===== config.mk =====
export PLATFORM = sky130hd
export DESIGN_NAME = vga_frame_receiver
export DESIGN_NICKNAME = d
export VERILOG_FILES = /design/src/rtl/vga_timing_pkg.sv /design/src/rtl/vga_edge_det.sv /design/src/rtl/vga_frame_receiver.sv
export SDC_FILE = /design/constraint.sdc
export NUM_CORES = 1
export LEC_CHECK = 0
export CAP_MARGIN = 20
export CORE_UTILIZATION = 40
export CTS_CLUSTER_DIAMETER = 80
export DETAILED_ROUTE_END_ITERATION = 12
export GPL_TIMING_DRIVEN = 0
export PLACE_DENSITY = 0.63
export SETUP_SLACK_MARGIN = 0.1
export SLEW_MARGIN = 20
export SYNTH_ARGS = -nofsm -noshare
export SYNTH_HDL_FRONTEND = slang
export SYNTH_SLANG_ARGS = --single-unit

===== constraint.sdc =====
create_clock -name VGA_CLK -period 2.85 [get_ports VGA_CLK]
set_input_delay 0.57 -clock VGA_CLK [delete_from_list [all_inputs] [get_ports VGA_CLK]]
set_output_delay 0.57 -clock VGA_CLK [all_outputs]
set_load 0.05 [all_outputs]

===== src/rtl/vga_timing_pkg.sv =====
`default_nettype none
// ============================================================================
// Module      : vga_timing_pkg
// Description : Shared VGA timing constants (640x480 raster), the receiver
//               lock state encoding and a saturating counter helper. Used by
//               both the VGA controller and vga_frame_receiver.
// Revision    : 1.0 - initial release
// ============================================================================
package vga_timing_pkg;

    // Horizontal timing, in pixel clocks
    localparam int H_DISP   = 640;
    localparam int H_FPORCH = 16;
    localparam int H_SYNC   = 96;
    localparam int H_BPORCH = 48;
    localparam int H_PIXELS = H_DISP + H_FPORCH + H_SYNC + H_BPORCH;

    // Vertical timing, in lines
    localparam int V_DISP   = 480;
    localparam int V_FPORCH = 11;
    localparam int V_SYNC   = 2;
    localparam int V_BPORCH = 31;
    localparam int V_LINES  = V_DISP + V_FPORCH + V_SYNC + V_BPORCH;

    localparam int LOCK_FRAMES = 2;
    localparam int CNT_W       = 11;

    // Receiver lock state encoding
    localparam logic [1:0] ST_SEARCH = 2'd0;
    localparam logic [1:0] ST_CHECK  = 2'd1;
    localparam logic [1:0] ST_LOCK   = 2'd2;

    // Increment that sticks at all-ones instead of wrapping
    function automatic logic [CNT_W-1:0] sat_inc(input logic [CNT_W-1:0] v);
        return (&v) ? v : v + 1'b1;
    endfunction

endpackage
`default_nettype wire


===== src/rtl/vga_edge_det.sv =====
`default_nettype none
// ============================================================================
// Module      : vga_edge_det
// Description : Registers an input bus once and flags per-bit rising and
//               falling transitions between the previous and current
//               registered samples.
// Ports       : VGA_CLK  - pixel clock
//               RESET_N  - asynchronous active-low reset
//               din      - raw input
//               q        - registered input
//               rise     - q went 0->1 this cycle
//               fall     - q went 1->0 this cycle
// Revision    : 1.0 - initial release
// ============================================================================
module vga_edge_det #(
    parameter int WIDTH = 1
) (
    input  logic             VGA_CLK,
    input  logic             RESET_N,
    input  logic [WIDTH-1:0] din,
    output logic [WIDTH-1:0] q,
    output logic [WIDTH-1:0] rise,
    output logic [WIDTH-1:0] fall
);

    logic [WIDTH-1:0] r_cur;
    logic [WIDTH-1:0] r_prev;

    always_ff @(posedge VGA_CLK or negedge RESET_N) begin
        if (!RESET_N) begin
            r_cur  <= '0;
            r_prev <= '0;
        end else begin
            r_cur  <= din;
            r_prev <= r_cur;
        end
    end

    assign q    = r_cur;
    assign rise = r_cur & ~r_prev;
    assign fall = ~r_cur & r_prev;

endmodule
`default_nettype wire


===== src/rtl/vga_frame_receiver.sv =====
`default_nettype none
// ============================================================================
// Module      : vga_frame_receiver
// Description : Monitor-side VGA receiver. Recovers line/frame structure from
//               HS/VS/BLANK_N, emits a coordinate-tagged pixel stream,
//               measures timing, tracks lock and produces a per-frame RGB
//               checksum.
// Ports       : VGA_CLK, RESET_N           - clock, async active-low reset
//               VGA_HS, VGA_VS             - active-low syncs
//               VGA_BLANK_N                - active video flag
//               VGA_R/G/B                  - pixel colour
//               PIX_VALID/PIX_X/PIX_Y/PIX_RGB - registered pixel stream
//               LINE_LEN, FRAME_LINES      - last measured line/frame length
//               FRAME_SUM, FRAME_DONE      - frame checksum and update strobe
//               LOCKED, TIMING_ERR         - lock status and loss-of-lock pulse
// Revision    : 1.0 - initial release
// ============================================================================
module vga_frame_receiver #(
    parameter int H_DISP      = vga_timing_pkg::H_DISP,
    parameter int V_DISP      = vga_timing_pkg::V_DISP,
    parameter int H_PIXELS    = vga_timing_pkg::H_PIXELS,
    parameter int V_LINES     = vga_timing_pkg::V_LINES,
    parameter int LOCK_FRAMES = vga_timing_pkg::LOCK_FRAMES
) (
    input  logic        VGA_CLK,
    input  logic        RESET_N,
    input  logic        VGA_HS,
    input  logic        VGA_VS,
    input  logic        VGA_BLANK_N,
    input  logic [7:0]  VGA_R,
    input  logic [7:0]  VGA_G,
    input  logic [7:0]  VGA_B,
    output logic        PIX_VALID,
    output logic [10:0] PIX_X,
    output logic [10:0] PIX_Y,
    output logic [23:0] PIX_RGB,
    output logic [10:0] LINE_LEN,
    output logic [10:0] FRAME_LINES,
    output logic [31:0] FRAME_SUM,
    output logic        FRAME_DONE,
    output logic        LOCKED,
    output logic        TIMING_ERR
);

    import vga_timing_pkg::*;

    localparam logic [10:0] c_H_DISP      = 11'(H_DISP);
    localparam logic [10:0] c_V_DISP      = 11'(V_DISP);
    localparam logic [10:0] c_H_PIXELS    = 11'(H_PIXELS);
    localparam logic [10:0] c_V_LINES     = 11'(V_LINES);
    localparam logic [3:0]  c_LOCK_FRAMES = 4'(LOCK_FRAMES);

    // ------------------------------------------------------------------
    // Input stage and edge detection
    // ------------------------------------------------------------------
    logic        w_hs_q_unused, w_hs_rise_unused, w_hs_fall;
    logic        w_vs_q_unused, w_vs_rise_unused, w_vs_fall;
    logic        w_bl, w_bl_rise, w_bl_fall;
    logic [23:0] w_rgb, w_rgb_rise_unused, w_rgb_fall_unused;

    vga_edge_det #(.WIDTH(1)) u_hs (
        .VGA_CLK (VGA_CLK), .RESET_N (RESET_N), .din (VGA_HS),
        .q (w_hs_q_unused), .rise (w_hs_rise_unused), .fall (w_hs_fall)
    );

    vga_edge_det #(.WIDTH(1)) u_vs (
        .VGA_CLK (VGA_CLK), .RESET_N (RESET_N), .din (VGA_VS),
        .q (w_vs_q_unused), .rise (w_vs_rise_unused), .fall (w_vs_fall)
    );

    vga_edge_det #(.WIDTH(1)) u_blank (
        .VGA_CLK (VGA_CLK), .RESET_N (RESET_N), .din (VGA_BLANK_N),
        .q (w_bl), .rise (w_bl_rise), .fall (w_bl_fall)
    );

    vga_edge_det #(.WIDTH(24)) u_rgb (
        .VGA_CLK (VGA_CLK), .RESET_N (RESET_N), .din ({VGA_R, VGA_G, VGA_B}),
        .q (w_rgb), .rise (w_rgb_rise_unused), .fall (w_rgb_fall_unused)
    );

    // ------------------------------------------------------------------
    // Measurement state
    // ------------------------------------------------------------------
    logic [10:0] r_hcnt;
    logic        r_hs_seen;     // a previous HS fall exists, so r_hcnt is a real period
    logic [10:0] r_lcnt;
    logic [10:0] r_run;
    logic [10:0] r_act_lines;
    logic        r_frame_ok;    // set at VS fall, cleared by any bad line length or active run
    logic [31:0] r_sum;
    logic [1:0]  r_state;
    logic [3:0]  r_good;

    logic w_line_bad;
    logic w_run_bad;
    logic w_frame_good;
    logic w_lock_loss;

    // The violation terms of the current cycle are folded into the frame
    // verdict so that an HS fall or BLANK fall coincident with the VS fall
    // is charged to the frame that is ending.
    assign w_line_bad   = w_hs_fall && r_hs_seen && (r_hcnt != c_H_PIXELS);
    assign w_run_bad    = w_bl_fall && (r_run != c_H_DISP);
    assign w_frame_good = r_frame_ok && !w_line_bad && !w_run_bad &&
                          (r_lcnt == c_V_LINES) && (r_act_lines == c_V_DISP);
    assign w_lock_loss  = (r_state == ST_LOCK) &&
                          (w_line_bad || w_run_bad || (w_vs_fall && !w_frame_good));

    // ------------------------------------------------------------------
    // Pixel path
    // ------------------------------------------------------------------
    always_ff @(posedge VGA_CLK or negedge RESET_N) begin
        if (!RESET_N) begin
            PIX_VALID <= 1'b0;
            PIX_RGB   <= '0;
            PIX_X     <= '0;
            PIX_Y     <= '0;
        end else begin
            PIX_VALID <= w_bl;
            PIX_RGB   <= w_rgb;
            // X restarts at 0 on the first active pixel and is held at 0 in blanking
            PIX_X     <= (w_bl && !w_bl_rise) ? sat_inc(PIX_X) : '0;
            if (w_vs_fall) begin
                PIX_Y <= '0;
            end else if (w_bl_fall) begin
                PIX_Y <= sat_inc(PIX_Y);
            end
        end
    end

    // ------------------------------------------------------------------
    // Line, frame and active-run counters
    // ------------------------------------------------------------------
    always_ff @(posedge VGA_CLK or negedge RESET_N) begin
        if (!RESET_N) begin
            r_hcnt      <= '0;
            r_hs_seen   <= 1'b0;
            r_lcnt      <= '0;
            r_run       <= '0;
            r_act_lines <= '0;
            r_frame_ok  <= 1'b0;
            LINE_LEN    <= '0;
            FRAME_LINES <= '0;
        end else begin
            if (w_hs_fall) begin
                r_hcnt <= 11'd1;
                if (r_hs_seen) begin
                    LINE_LEN <= r_hcnt;
                end
            end else begin
                r_hcnt <= sat_inc(r_hcnt);
            end

            // Loss of lock restarts line-length measurement from scratch
            if (w_lock_loss) begin
                r_hs_seen <= 1'b0;
            end else if (w_hs_fall) begin
                r_hs_seen <= 1'b1;
            end

            if (w_vs_fall) begin
                FRAME_LINES <= r_lcnt;
                r_lcnt      <= w_hs_fall ? 11'd1 : 11'd0;
            end else if (w_hs_fall) begin
                r_lcnt <= sat_inc(r_lcnt);
            end

            if (w_bl_rise) begin
                r_run <= 11'd1;
            end else if (w_bl) begin
                r_run <= sat_inc(r_run);
            end

            if (w_vs_fall) begin
                r_act_lines <= w_bl_rise ? 11'd1 : 11'd0;
            end else if (w_bl_rise) begin
                r_act_lines <= sat_inc(r_act_lines);
            end

            if (w_vs_fall) begin
                r_frame_ok <= 1'b1;
            end else if (w_line_bad || w_run_bad) begin
                r_frame_ok <= 1'b0;
            end
        end
    end

    // ------------------------------------------------------------------
    // Frame checksum
    // ------------------------------------------------------------------
    // The running sum restarts on every VS fall, including in SEARCH, so
    // the first published sum already covers a complete frame.
    always_ff @(posedge VGA_CLK or negedge RESET_N) begin
        if (!RESET_N) begin
            r_sum      <= '0;
            FRAME_SUM  <= '0;
            FRAME_DONE <= 1'b0;
        end else begin
            FRAME_DONE <= 1'b0;
            if (w_vs_fall) begin
                r_sum <= w_bl ? {8'd0, w_rgb} : 32'd0;
                if (r_state != ST_SEARCH) begin
                    FRAME_SUM  <= r_sum;
                    FRAME_DONE <= 1'b1;
                end
            end else if (w_bl) begin
                r_sum <= r_sum + {8'd0, w_rgb};
            end
        end
    end

    // ------------------------------------------------------------------
    // Lock state machine
    // ------------------------------------------------------------------
    always_ff @(posedge VGA_CLK or negedge RESET_N) begin
        if (!RESET_N) begin
            r_state    <= ST_SEARCH;
            r_good     <= '0;
            LOCKED     <= 1'b0;
            TIMING_ERR <= 1'b0;
        end else begin
            TIMING_ERR <= 1'b0;
            case (r_state)
                ST_SEARCH: begin
                    if (w_vs_fall) begin
                        r_state <= ST_CHECK;
                        r_good  <= '0;
                    end
                end
                ST_CHECK: begin
                    if (w_vs_fall) begin
                        if (w_frame_good) begin
                            r_good <= r_good + 4'd1;
                            if (r_good + 4'd1 == c_LOCK_FRAMES) begin
                                r_state <= ST_LOCK;
                                LOCKED  <= 1'b1;
                            end
                        end else begin
                            r_good <= '0;
                        end
                    end
                end
                ST_LOCK: begin
                    // A coincident VS fall is consumed here; CHECK starts at the next one
                    if (w_lock_loss) begin
                        r_state    <= ST_SEARCH;
                        LOCKED     <= 1'b0;
                        TIMING_ERR <= 1'b1;
                    end
                end
                default: begin
                    r_state <= ST_SEARCH;
                    LOCKED  <= 1'b0;
                end
            endcase
        end
    end

endmodule
`default_nettype wire


* Word-level counts from Yosys, hierarchy flattened
Cells that the tools add are included.
** Storage, ports and cells
- Output and inout port bits :: 104
- Logic and storage cells :: 145
- Register bits :: 217
- ROM bits :: 0
- Memory bits (writable) :: 0
- Input port bits :: 29
- Memories :: 0
- Bits in latches :: 0
** Operators by class
- Multiplexer cells :: 44
- Bitwise logic cells :: 9
- Add/subtract/negate cells :: 8
- Order comparisons :: 0
- Multiply operators :: 0
- Reductions and logical operators :: 41
- Shift-type cells :: 0
- Div/mod/pow operators :: 0
- Eq/ne operators :: 18
** Operators with widths (number)
- two-way mux 11 bit :: 16
- adder 11 x 1 -> 11 bit, second input constant :: 6
- AND reduction 11 bit :: 6
- two-way mux 32 bit :: 2
- adder 32 x 24 -> 32 bit :: 1
- two-way mux 24 bit :: 1
- != test 11 x 10 -> 1 bit, second input constant :: 2
- != test 2 bit, second input constant :: 11
- nonzero test 2 bit :: 9
- two-way mux 1 bit :: 14
- two-way mux 4 bit :: 3
- AND reduction 2 bit :: 6
- equality test 11 x 10 -> 1 bit, second input constant :: 1
- equality test 11 x 9 -> 1 bit, second input constant :: 1
- logical AND 1 bit :: 10
- two-way mux 2 bit :: 5
- AND reduction 5 bit :: 2
- one-hot mux 4 bit (2 select lines) :: 1
- one-hot mux 2 bit (3 select lines) :: 1
- NOT 1 bit :: 5
- adder 4 x 1 -> 4 bit, second input constant :: 1
- bitwise AND 1 bit :: 4
- equality test 4 x 2 -> 1 bit, second input constant :: 1
- zero test 1 bit :: 4
- 6 further kinds :: 7

* Depth between registers and ports, before layout
Gate-level depths: netlist of the first run.
- Depth after elaboration :: 15
- Gate-level depth with buffers :: 10
- Gate-level depth less buffers :: 10

* Hierarchy
From an unflattened synthesis of the first run, not the netlist that was laid out.
** Unflattened totals
- Cell total of the unflattened synthesis :: 978
- Area total of the unflattened synthesis :: 10969.3 µm²
** By module, submodules not included
- vga_frame_receiver :: area an instance 9152.5 µm², times used 1, cells each 870
- vga_edge_det at u_rgb :: area an instance 1621.6 µm², times used 1, cells each 96
- vga_edge_det at u_blank ... :: area an instance 65.1 µm², times used 3, cells each 4

* Least setup slack after synthesis of the first run
Ideal clock, no wire load.
- Path kind :: reg2reg
- Start point :: register u_rgb.r_cur[9] (netlist: u_rgb.q[9])
- End point :: register r_sum[26]
- Cell stages (with the launch flop) :: 10
- Slack :: 356 ps
- Clock period less this slack :: 2494 ps
- Data arrival time :: 2415 ps
- Cells stage by stage :: dfrtp_1 -> ha_1 -> buf_4 -> nand2_2 -> or4_1 -> a31o_1 -> a211oi_4 -> a21oi_2 -> or3_1 -> a21oi_1
** On the way
- Longest elaborated chain between the ends :: 3
** RTL lines
- start: declaration :: line vga_edge_det.sv:26 : logic [WIDTH-1:0] r_cur;
- start signal: assignment :: line vga_edge_det.sv:34 : r_cur <= din;
- adder 32 x 24 -> 32 bit :: line vga_frame_receiver.sv:207 : r_sum <= r_sum + {8'd0, w_rgb};
- two-way mux 32 bit :: line vga_frame_receiver.sv:206 : end else if (w_bl) begin
- two-way mux 32 bit :: line vga_frame_receiver.sv:200 : if (w_vs_fall) begin
- end signal: assignment :: line vga_frame_receiver.sv:201 : r_sum <= w_bl ? {8'd0, w_rgb} : 32'd0;
- end signal: assignment :: line vga_frame_receiver.sv:207
- end: declaration :: line vga_frame_receiver.sv:90 : logic [31:0] r_sum;
No other way between the ends. The select of a mux whose other input is x is not followed.
A chain may end at the register's enable or synchronous reset.

* Worst setup path after layout of the first run
- Start point :: register u_rgb.r_cur[9] (netlist: u_rgb.q[9])
- End point :: register r_sum[28]
Same word-level chain as after synthesis.

==> impl_metrics.yaml, run 1 <==
die:
  die-area_um2: 25810
  core_box_area_um2: 24530
  i_o_pins: 133
  initial_utilization_pct: 41.04
  die_extent_in_x_um: 160.7
  row_count: 57
  dieHeight_um: 160.7
drt:
  wl_per_cell_um: 16.66
  drt-total-wl_um: 24560
  drcViolationCount: 0
  drt-initial-drc-count: 454
  firstDrtPassIters: 5
  route.antenna.remaining_nets: 0
  routed-via-count: 7831
  routed_via_density: 5.313
min_path:
  hold_path.startpoint: "u_hs.q$_DFF_PN0_"
  worst_hold_path_type: "reg -> reg"
  hold-path-cell-count: 0
  timing.hold.worst_endpoint: "u_hs.r_prev$_DFF_PN0_"
clocking:
  cts_tree: "yes"
  clk_pin_slew_worst_paths_ns: 0.06
  cts-buffers-inserted: 25
  clk_root_buffer_cell: "sky130_fd_sc_hd__clkbuf_16"
  clock_tree.htree_level_count: 1
  cts_max_path_buffers: 3
  tritoncts_num_sinks: 217
  insertion_delay_ns: 0.53
logic_synthesis:
  synth_top_family_by_area: "simple AND/OR/NAND/NOR gates"
  syn-num-nets: 1031
  synth_top_cell_area_share_pct: 53.93
  synthXorXnorAreaFrac_pct: 4.349
  syn-cell-area_um2: 10070
  yosys.area.top_type: "sky130_fd_sc_hd__dfrtp_1"
  synth_warnings: 0
  synthTopCellsByArea: "sky130_fd_sc_hd__dfrtp_1 (54%), sky130_fd_sc_hd__mux2_2 (4.7%), sky130_fd_sc_hd__ha_1 (4.5%), sky130_fd_sc_hd__nand2_1 (4.0%), sky130_fd_sc_hd__xor2_1 (3.2%)"
  post_synth_inst_count: 965
  yosys.area_share.adder_pct: 4.673
  synth_async_sr_flop_share_pct: 100.0
  yosys_cell_types: 61
  synth-edff-count: 0
  synth.area.mux_share_pct: 5.294
  synth.yosys.seq_area_share_pct: 53.93
  syn_area_per_cell_um2: 10.43
  ys_dominant_reg_cell: "sky130_fd_sc_hd__dfrtp_1"
  synth_compound_area_share_pct: 12.80
  synth_area_in_simple_gates_pct: 16.63
  ys_seq_elements: 217
power:
  leakage_nw: 5.604
  irDropWorstVdd_mv: 0.5922
  total_power_mw: 10.73
  power_density_nw_per_um2: 835.5
timing:
  relSlewSlack_pct: 48.21
  setup_repair_after_global_routing_missed_its_margin: "true"
  timing.clock.skew_ns: 0.02046
  report.final.setup_viol: 0
  slew_violations: 0
  worst-slew-pin-transition_ns: 0.7769
  fin_setup_tns_ns: 0
  finalHoldViolCount: 0
  layout_min_cycle_time_ns: 2.716
  hold-worst-slack_ns: 0.3981
  period_share_pct: 95.29
  highest_clock_rate_ghz: 0.3682
global_route:
  grt_start_max_net_pins: 84
  globalRouteOverflowTotal: 0
  antenna_violations_before_repair: 0
  groute.usage.overall_pct: 19.16
  number_of_global_route_vias_before_repair: 7602
  grt_first_pass_wirelength_um: 39780
setup_path:
  critical_path_buf_inv_count: 1
  crit_slowest_cell: "sky130_fd_sc_hd__or4_1"
  slowest_delay_ns: 0.49
  worst_r2r_startpoint: "u_rgb.q[9]$_DFF_PN0_"
  crit_path_class: "reg -> reg"
  worstPathCellList: "ha_1 > buf_6 > nand2_4 > or4_1 > a31o_1 > a211oi_4 > a21oi_4 > or3_4 > a21oi_2"
  path_max_fanout: 8
  worst-endpoint-arrival_ns: 3.15
  reg_to_reg_end: "r_sum[28]$_DFFE_PN0P_"
  ff2ff_path_depth: 9
  critical_path.startpoint_type: "flop"
  worst_setup_path_end_kind: "flop"
  reg2reg_slack_ns: 0.13
  critical-path-top-delay-family: "simple AND/OR/NAND/NOR gates"
  worst-endpoint-required_ns: 3.29
placed_design:
  buffers_added_on_ports: 132
  dp_hpwl_um: 17060
  place.gp.congestion: 0.9035
cells_and_area:
  final_antenna_diode_count: 0
  finish.net_count: 1197
  final_core_utilization_pct: 52.36
  area_added_between_synthesis_and_finish_pct: 27.59
  drive_above_1_share_pct: 10.17
run:
  max_cap_viol: 0
outcome:
  outcome: "completed"
[placed cells by master, fill, tap and decap left out, types with 4 or more instances in the layout]
| cell type | netlist | routed |
|---|---|---|
| sky130_fd_sc_hd__a211oi_1 | 5 | 5 |
| sky130_fd_sc_hd__a21o_1 | 7 | 7 |
| sky130_fd_sc_hd__a21oi_1 | 62 | 60 |
| sky130_fd_sc_hd__a22o_1 | 4 | 4 |
| sky130_fd_sc_hd__a31oi_1 | 17 | 17 |
| sky130_fd_sc_hd__and2_1 | 7 | 7 |
| sky130_fd_sc_hd__and3_1 | 27 | 27 |
| sky130_fd_sc_hd__and4_1 | 5 | 5 |
| sky130_fd_sc_hd__buf_1 | 5 | 5 |
| sky130_fd_sc_hd__buf_4 | 1 | 5 |
| sky130_fd_sc_hd__clkbuf_1 | 32 | 35 |
| sky130_fd_sc_hd__clkbuf_16 | 0 | 25 |
| sky130_fd_sc_hd__clkbuf_8 | 0 | 8 |
| sky130_fd_sc_hd__clkdlybuf4s50_1 | 0 | 131 |
| sky130_fd_sc_hd__clkinv_2 | 0 | 4 |
| sky130_fd_sc_hd__dfrtp_1 | 217 | 217 |
| sky130_fd_sc_hd__ha_1 | 36 | 29 |
| sky130_fd_sc_hd__ha_4 | 0 | 4 |
| sky130_fd_sc_hd__inv_1 | 22 | 22 |
| sky130_fd_sc_hd__mux2_2 | 42 | 42 |
| sky130_fd_sc_hd__mux2i_1 | 6 | 6 |
| sky130_fd_sc_hd__nand2_1 | 106 | 106 |
| sky130_fd_sc_hd__nand2b_1 | 6 | 6 |
| sky130_fd_sc_hd__nand3_1 | 27 | 27 |
| sky130_fd_sc_hd__nand4_1 | 28 | 28 |
| sky130_fd_sc_hd__nor2_1 | 86 | 85 |
| sky130_fd_sc_hd__nor2b_1 | 12 | 11 |
| sky130_fd_sc_hd__nor3_1 | 11 | 11 |
| sky130_fd_sc_hd__nor4_1 | 4 | 4 |
| sky130_fd_sc_hd__o211ai_1 | 7 | 7 |
| sky130_fd_sc_hd__o21ai_0 | 59 | 59 |
| sky130_fd_sc_hd__o221ai_1 | 6 | 6 |
| sky130_fd_sc_hd__o31ai_1 | 10 | 10 |
| sky130_fd_sc_hd__or3_1 | 13 | 11 |
| sky130_fd_sc_hd__xnor2_1 | 13 | 13 |
| sky130_fd_sc_hd__xor2_1 | 37 | 37 |
[layer usage]
| metal | share of wire, % | GRT usage [%] | wire length [µm] | vias up |
|---|---|---|---|---|
| met2 | 47 | 31.05 | 11440 | 203 |
| met3 | 4.8 | 2.789 | 1187 | 47 |
| met5 | 0 | 0 | 0 | - |
| met1 | 46 | 26.37 | 11230 | 3794 |
| met4 | 2.9 | 6.320 | 706 | 0 |
| li1 | - | - | - | 3787 |
[metrics by stage]
stage	setup WS, ns	instances	area [µm²]
2_1_floorplan	0.3564	965	10070
3_3_place_gp	-8.151	1421	11800
3_5_place_dp	0.08890	1423	11860
4_1_cts	0.1086	1472	12710
5_1_grt	0.05784	1474	12850
6_report	0.1342	1474	12850
[layout make-up]
cell class              instances  area, µm²
inverters                      22      82.58
multi-input cells             687       4518
plain buffers                  38      152.6
repair buffers                140       1429
well taps                     324      405.4
flip-flops and latches        217       5430
fillers                      2212      11690
clock inverters                 8      73.82
clock buffers                  38      754.5
[power by group]
part | switching, mW | total [mW] | internal (mW)
clock network | 1.25 | 3.17 | 1.91
registers | 0.367 | 3.90 | 3.54
logic | 2.22 | 3.66 | 1.44
[kinds of logic after synthesis]
| family | after synthesis |
|---|---|
| compound gates | 206 |
| buf+inv | 61 |
| flops | 217 |
| fa+ha+maj | 37 |
| xor+xnor | 50 |
| simple gates | 346 |
| mux | 48 |
[worst max-delay path by stage]
stage,startpoint,end,cells after the start
after floorplan,u_rgb.q[9]$_DFF_PN0_,r_sum[26]$_DFFE_PN0P_,9
after global placement,RESET_N,PIX_Y[6]$_DFFE_PN0P_,1
after detailed placement,r_sum[14]$_DFFE_PN0P_,r_sum[21]$_DFFE_PN0P_,8
after CTS,u_rgb.q[4]$_DFF_PN0_,r_sum[21]$_DFFE_PN0P_,8
after global routing,u_rgb.q[11]$_DFF_PN0_,r_sum[28]$_DFFE_PN0P_,8
final,u_rgb.q[9]$_DFF_PN0_,r_sum[28]$_DFFE_PN0P_,9
[cells in the mapped netlist (all sizes together) (8+ instances only)]
master,instances
a21oi,63
a31oi,17
and2,8
and3,27
clkbuf,32
dfrtp,217
ha,36
inv,22
mux2,42
nand2,107
nand3,27
nand4,28
nor2,86
nor2b,12
nor3,11
o21ai,59
o31ai,10
or3,13
xnor2,13
xor2,37
[worst reg2reg max path, delay by kind of cell (launching register included)]
| family | cells | cell delay [ns] |
|---|---|---|
| AO/OA/AOI/OAI | 4 | 0.84 |
| buffers and inverters | 1 | 0.13 |
| flip-flops | 1 | 0.41 |
| adder cells (fa/ha/maj) | 1 | 0.31 |
| AND/OR/NAND/NOR | 3 | 0.95 |
[state kept, by name (all words and copies together), names as in the netlist, 24 cells and up]
name / count
FRAME_SUM: 32
r_sum: 32
PIX_RGB: 24
u_rgb.q: 24
[timing repair]
item                                    in CTS  in global routing
endpoints found under the hold margin       11                  0
endpoints found under the setup margin       4                 13
pin swaps                                    2                 13
resized for setup                            1                 23
buffers inserted                             2                  3
hold buffers                                 1                  0
No activity file was read; power rests on OpenSTA's default activity.
==> run 2, diff against run 1 <==
--- a/config.mk
+++ b/config.mk
@@ -6,4 +6,5 @@
 export NUM_CORES = 1
 export LEC_CHECK = 0
+export ABC_CLOCK_PERIOD_IN_PS = 2850
 export CAP_MARGIN = 20
 export CORE_UTILIZATION = 40
@@ -11,5 +12,5 @@
 export DETAILED_ROUTE_END_ITERATION = 12
 export GPL_TIMING_DRIVEN = 0
-export PLACE_DENSITY = 0.63
+export PLACE_DENSITY_LB_ADDON = 0.2
 export SETUP_SLACK_MARGIN = 0.1
 export SLEW_MARGIN = 20
==> constraint.sdc (replaced) <==
create_clock -name VGA_CLK -period 2.85 [get_ports VGA_CLK]
set_input_delay 0.57 -clock VGA_CLK [delete_from_list [all_inputs] [get_ports VGA_CLK]]
set_output_delay 0.57 -clock VGA_CLK [all_outputs]
set_load 0.02 [all_outputs]
==> run 2 against run 1 <==
Against the previous run: via count is 0.36% higher; first-iteration DRC count is 0.66% higher; final cell count is 0.41% lower; non-clock buffer count is 2 lower; clock power hardly changed; wire length is 2.1% higher; clock-buffer cell count is 6 lower; sequential share of layout area is 0.32 points higher; global-route usage is 0.33 points higher; sequential cell count stayed put; highest routed layer unchanged.
==> impl_metrics.yaml, run 2 (same netlist as run 1, synthesis figures left out) <==
timing:
  setup_repair_after_global_routing_missed_its_margin: "true"
  slew_violations: 0
  setup_slack_ns: 0.1315
  finalHoldViolCount: 0
  report.final.setup_viol: 0
  layout_min_cycle_time_ns: 2.718
  period_share_pct: 95.38
  worst-slew-pin-transition_ns: 0.7133
  relSlewSlack_pct: 52.45
  timing.clock.skew_ns: 0.01567
  fin_setup_tns_ns: 0
  highest_clock_rate_ghz: 0.3679
drt:
  drcViolationCount: 0
  routed_via_density: 5.354
  drt-total-wl_um: 25070
  routed-via-count: 7859
  firstDrtPassIters: 5
  route.antenna.remaining_nets: 0
  wl_per_cell_um: 17.07
  drt-initial-drc-count: 457
global_route:
  number_of_global_route_vias_before_repair: 7620
  global_route.usage.met2_pct: 31.78
  grt_use_met1_pct: 27.16
  grt_start_max_net_pins: 94
  grt_first_pass_wirelength_um: 40530
  groute.usage.overall_pct: 19.49
  globalRouteOverflowTotal: 0
  grt.met3_usage_pct: 3.048
  gr-max-usage-layer: "met2"
  antenna_violations_before_repair: 0
clocking:
  clock_tree.htree_level_count: 1
  clk_pin_slew_worst_paths_ns: 0.06
  cts_tree: "yes"
  cts-buffers-inserted: 25
  cts_max_path_buffers: 3
  insertion_delay_ns: 0.52
  tritoncts_num_sinks: 217
  clk_root_buffer_cell: "sky130_fd_sc_hd__clkbuf_16"
power:
  power_density_nw_per_um2: 796.0
  total_power_mw: 10.15
  irDropWorstVdd_mv: 0.6120
  leakage_nw: 5.581
placed_design:
  buffers_added_on_ports: 132
  pre_cts_slack_ns: 0.06177
  dp_hpwl_um: 17570
  place.gp.congestion: 0.8803
min_path:
  hold-path-cell-count: 0
  worst_hold_path_type: "reg -> reg"
outcome:
  outcome: "completed"
die:
  die_extent_in_x_um: 160.7
  i_o_pins: 133
  initial_utilization_pct: 41.04
  core_box_area_um2: 24530
  dieHeight_um: 160.7
  row_count: 57
  die-area_um2: 25810
cells_and_area:
  area_added_between_synthesis_and_finish_pct: 26.64
  layout_common_cells: "sky130_fd_sc_hd__dfrtp_1 (217), sky130_fd_sc_hd__clkdlybuf4s50_1 (131), sky130_fd_sc_hd__nand2_1 (106)"
  num-fill-cells: 2247
  finish.net_count: 1195
  final_core_utilization_pct: 51.97
  final_antenna_diode_count: 0
  mostFrequentLayoutCell: "sky130_fd_sc_hd__dfrtp_1"
  reg_top3: "FRAME_SUM x32, r_sum x32"
  drive_above_1_share_pct: 9.615
setup_path:
  worst-endpoint-required_ns: 3.29
  critical_path.startpoint_type: "flop"
  worst-endpoint-arrival_ns: 3.16
  crit_path_class: "reg -> reg"
  path_max_fanout: 6
  worst_setup_path_end_kind: "flop"
  ff2ff_path_depth: 8
run:
  max_cap_viol: 0
## run 2: cell types whose count changed in the layout (fill, tap and decap cells not counted), moves of 2 or more
cell	previous run	this run
sky130_fd_sc_hd__ha_1	29	34
sky130_fd_sc_hd__or3_4	2	0
sky130_fd_sc_hd__nor3_2	0	2
sky130_fd_sc_hd__nor3_1	11	9
sky130_fd_sc_hd__ha_4	4	0
sky130_fd_sc_hd__clkbuf_8	8	4
sky130_fd_sc_hd__or3_1	11	13
sky130_fd_sc_hd__clkbuf_1	35	33
## run 2: routing by layer
layer / part of all wire, % / vias to the layer above
li1: - / 3775
met1: 46 / 3861
met2: 47 / 196
met3: 5.4 / 27
met4: 1.4 / 0
met5: 0 / -
## run 2: cell type report
type | count | area (µm²) | share of cell area (%)
multi-input cells | 687 | 4466 | 35.02
well taps | 324 | 405.4 | 3.179
clock buffers | 32 | 691.9 | 5.426
inverters | 22 | 82.58 | 0.6476
repair buffers | 139 | 1421 | 11.15
plain buffers | 37 | 143.9 | 1.128
clock inverters | 10 | 110.1 | 0.8635
flip-flops and latches | 217 | 5430 | 42.59
## run 2: report_power, final
group          total, mW  switching (mW)  internal, mW
logic               3.11            1.72          1.38
registers           3.90           0.365          3.54
clock network       3.14            1.25          1.89
## run 2: final timing paths
path                                      start               endpoint  slack [ns]
max                        u_rgb.q[8]$_DFF_PN0_  r_sum[28]$_DFFE_PN0P_        0.13
min                            u_vs.q$_DFF_PN0_  u_vs.r_prev$_DFF_PN0_        0.39
max reg2reg                u_rgb.q[8]$_DFF_PN0_  r_sum[28]$_DFFE_PN0P_        0.13
min reg2reg                    u_vs.q$_DFF_PN0_  u_vs.r_prev$_DFF_PN0_        0.39
max in group asynchronous               RESET_N  r_lcnt[9]$_DFFE_PN0P_        1.49
min in group asynchronous               RESET_N  PIX_RGB[20]$_DFF_PN0_        0.56
## run 2: through the flow
step                      instances  area [µm²]  hold WS (ns)
after global placement         1421       11800        0.3731
after detailed placement       1423       11860        0.3765
after global routing           1468       12750        0.4032
after CTS                      1469       12690        0.3902
after floorplan                 965       10070        0.2744
final                          1468       12750        0.3887
## run 2: critical path, stage by stage (launching register included)
cell and delay [ns]:
sky130_fd_sc_hd__dfrtp_1 0.41, sky130_fd_sc_hd__ha_1 0.41, sky130_fd_sc_hd__nand2_2 0.09, sky130_fd_sc_hd__or4_1 0.54, sky130_fd_sc_hd__a31o_2 0.27, sky130_fd_sc_hd__a211oi_4 0.28, sky130_fd_sc_hd__a21oi_4 0.13, sky130_fd_sc_hd__or3_1 0.35
sky130_fd_sc_hd__a21oi_1 0.15
## run 2: timing repair
item / CTS / global route
pin swaps: 3 / 1
hold endpoints to repair: 48 / 0
gates resized for setup: 1 / 14
endpoints found under the setup margin: 4 / 18
buffers inserted: 3 / 1
hold buffers: 1 / 0
==> run 3, diff against run 2 <==
CORE_MARGIN = 2   (was not set)
GPL_TIMING_DRIVEN = not set   (was 0)
==> run 3 against run 2 <==
Against the previous run: clock skew is 0.0061 ns lower; wire length decreased by 9.3%; final cell count down 1.2%; core utilization fell by 0.94 points; cell area about the same; via count shrank 2.7%; critical path type unchanged; largest power group unchanged.
==> impl_metrics.yaml, run 3 (same netlist as run 1, synthesis figures left out) <==
cells_and_area:
  mostFrequentLayoutCell: "sky130_fd_sc_hd__dfrtp_1"
  reg_top3: "FRAME_SUM x32, r_sum x32"
  drive_above_1_share_pct: 10.89
  final_cell_area_um2: 12740
  finish.net_count: 1172
  layout_common_cells: "sky130_fd_sc_hd__dfrtp_1 (217), sky130_fd_sc_hd__clkdlybuf4s50_1 (131), sky130_fd_sc_hd__nand2_1 (106)"
  area_added_between_synthesis_and_finish_pct: 26.54
  sequential_cell_area_um2: 5430
  final_cell_count_without_fillers: 1451
  num-fill-cells: 2319
  final_core_utilization_pct: 51.04
  area_taken_by_multi_input_logic_gates_um2: 4473
timing:
  relSlewSlack_pct: 46.91
  report.final.setup_viol: 0
  slew_violations: 0
  finalHoldViolCount: 0
  highest_clock_rate_ghz: 0.3789
  fin_setup_tns_ns: 0
  layout_min_cycle_time_ns: 2.639
  period_share_pct: 92.60
  worst-slew-pin-transition_ns: 0.7955
  setup_repair_after_global_routing_missed_its_margin: "true"
  timing.clock.skew_ns: 0.009576
drt:
  drt-initial-drc-count: 526
  route.antenna.remaining_nets: 0
  routed_via_density: 5.268
  drt-total-wl_um: 22740
  firstDrtPassIters: 5
  wl_per_cell_um: 15.67
  routed-via-count: 7644
  drcViolationCount: 0
placed_design:
  dp_cells: 1409
  buffers_added_on_ports: 132
  dp_hpwl_um: 15570
  post_dp_cell_area_um2: 11860
  place.gp.congestion: 0.8454
setup_path:
  worst_setup_path_end_kind: "flop"
  crit_path_class: "reg -> reg"
  worst-endpoint-arrival_ns: 3.08
  critical_path.startpoint_type: "flop"
  worst-endpoint-required_ns: 3.30
  path_max_fanout: 6
clocking:
  insertion_delay_ns: 0.52
  clk_pin_slew_worst_paths_ns: 0.06
  clk_root_buffer_cell: "sky130_fd_sc_hd__clkbuf_16"
  cts_tree: "yes"
  cts-hold-fix-buffers: 0
  cts_max_path_buffers: 3
  cts-buffers-inserted: 25
  clock_tree.htree_level_count: 1
  tritoncts_num_sinks: 217
global_route:
  grt_start_max_net_pins: 80
  globalRouteOverflowTotal: 0
  antenna_violations_before_repair: 1
  groute.usage.overall_pct: 17.37
  grt_first_pass_wirelength_um: 37570
  number_of_global_route_vias_before_repair: 7341
power:
  power_density_nw_per_um2: 802.0
  leakage_nw: 5.611
  irDropWorstVdd_mv: 0.5406
die:
  i_o_pins: 133
  initial_utilization_pct: 40.33
  die_extent_in_x_um: 162.7
  die-area_um2: 26460
  core_box_area_um2: 24960
  dieHeight_um: 162.7
  row_count: 58
min_path:
  worst_hold_path_type: "in -> async"
outcome:
  outcome: "completed"
run:
  max_cap_viol: 0
run 3: timing repair:
action	4_1_cts	5_1_grt
resized for setup	1	9
pin swaps	0	2
setup buffers	0	0
setup endpoints to repair	3	7
run 3: through the flow:
stage	hold slack, ns	setup slack (ns)	total power, mW
global route	0.07262	0.03659	10.83
finish	0.01577	0.2109	10.22
detailed placement	0.3878	0.1174	6.982
CTS	0.04433	0.1023	10.28
floorplan	0.2744	0.3564	5.848
global placement	0.3846	0.1707	6.945
run 3: path summary, 6_finish.rpt:
path / start / to / slack (ns) / cells after the start
hold / removal: RESET_N / FRAME_DONE$_DFF_PN0_ / 0.02 / 1
min in group VGA_CLK: u_hs.q$_DFF_PN0_ / u_hs.r_prev$_DFF_PN0_ / 0.40 / 0
setup / recovery: u_rgb.q[7]$_DFF_PN0_ / r_sum[26]$_DFFE_PN0P_ / 0.21 / 8
setup reg to reg: u_rgb.q[7]$_DFF_PN0_ / r_sum[26]$_DFFE_PN0P_ / 0.21 / 8
max in group asynchronous: RESET_N / u_rgb.q[9]$_DFF_PN0_ / 2.06 / 2
hold reg to reg: u_hs.q$_DFF_PN0_ / u_hs.r_prev$_DFF_PN0_ / 0.40 / 0
run 3: routing by layer:
layer / vias to the layer above / global-route usage, % / part of all wire, %
met5: - / 0 / 0
met1: 3737 / 25.18 / 48
met4: 0 / 3.942 / 1.8
met3: 29 / 3.463 / 5.3
met2: 164 / 27.08 / 45
li1: 3714 / - / -
run 3: critical path: stages (launching register included):
cell	delay (ns)
sky130_fd_sc_hd__dfrtp_1	0.40
sky130_fd_sc_hd__ha_1	0.37
sky130_fd_sc_hd__nand2_1	0.11
sky130_fd_sc_hd__or4_1	0.47
sky130_fd_sc_hd__a31o_1	0.27
sky130_fd_sc_hd__a211oi_4	0.29
sky130_fd_sc_hd__a21oi_2	0.14
sky130_fd_sc_hd__or3_1	0.35
sky130_fd_sc_hd__a21oi_1	0.15
run 3: final cells by class:
cell class	count	area share, %
diodes	1	0.01964
clock buffers	31	5.480
clock inverters	10	1.041
inverters	22	0.6481
multi-input cells	687	35.11
flip-flops and latches	217	42.62
well taps	330	3.241
repair buffers	153	11.84
run 3: where the power goes:
part	leakage (nW)	internal (mW)	switching (mW)
combinational	2.41	1.43	1.63
sequential	2.79	3.54	0.382
clock	0.416	1.99	1.26
total	5.61	6.95	3.26
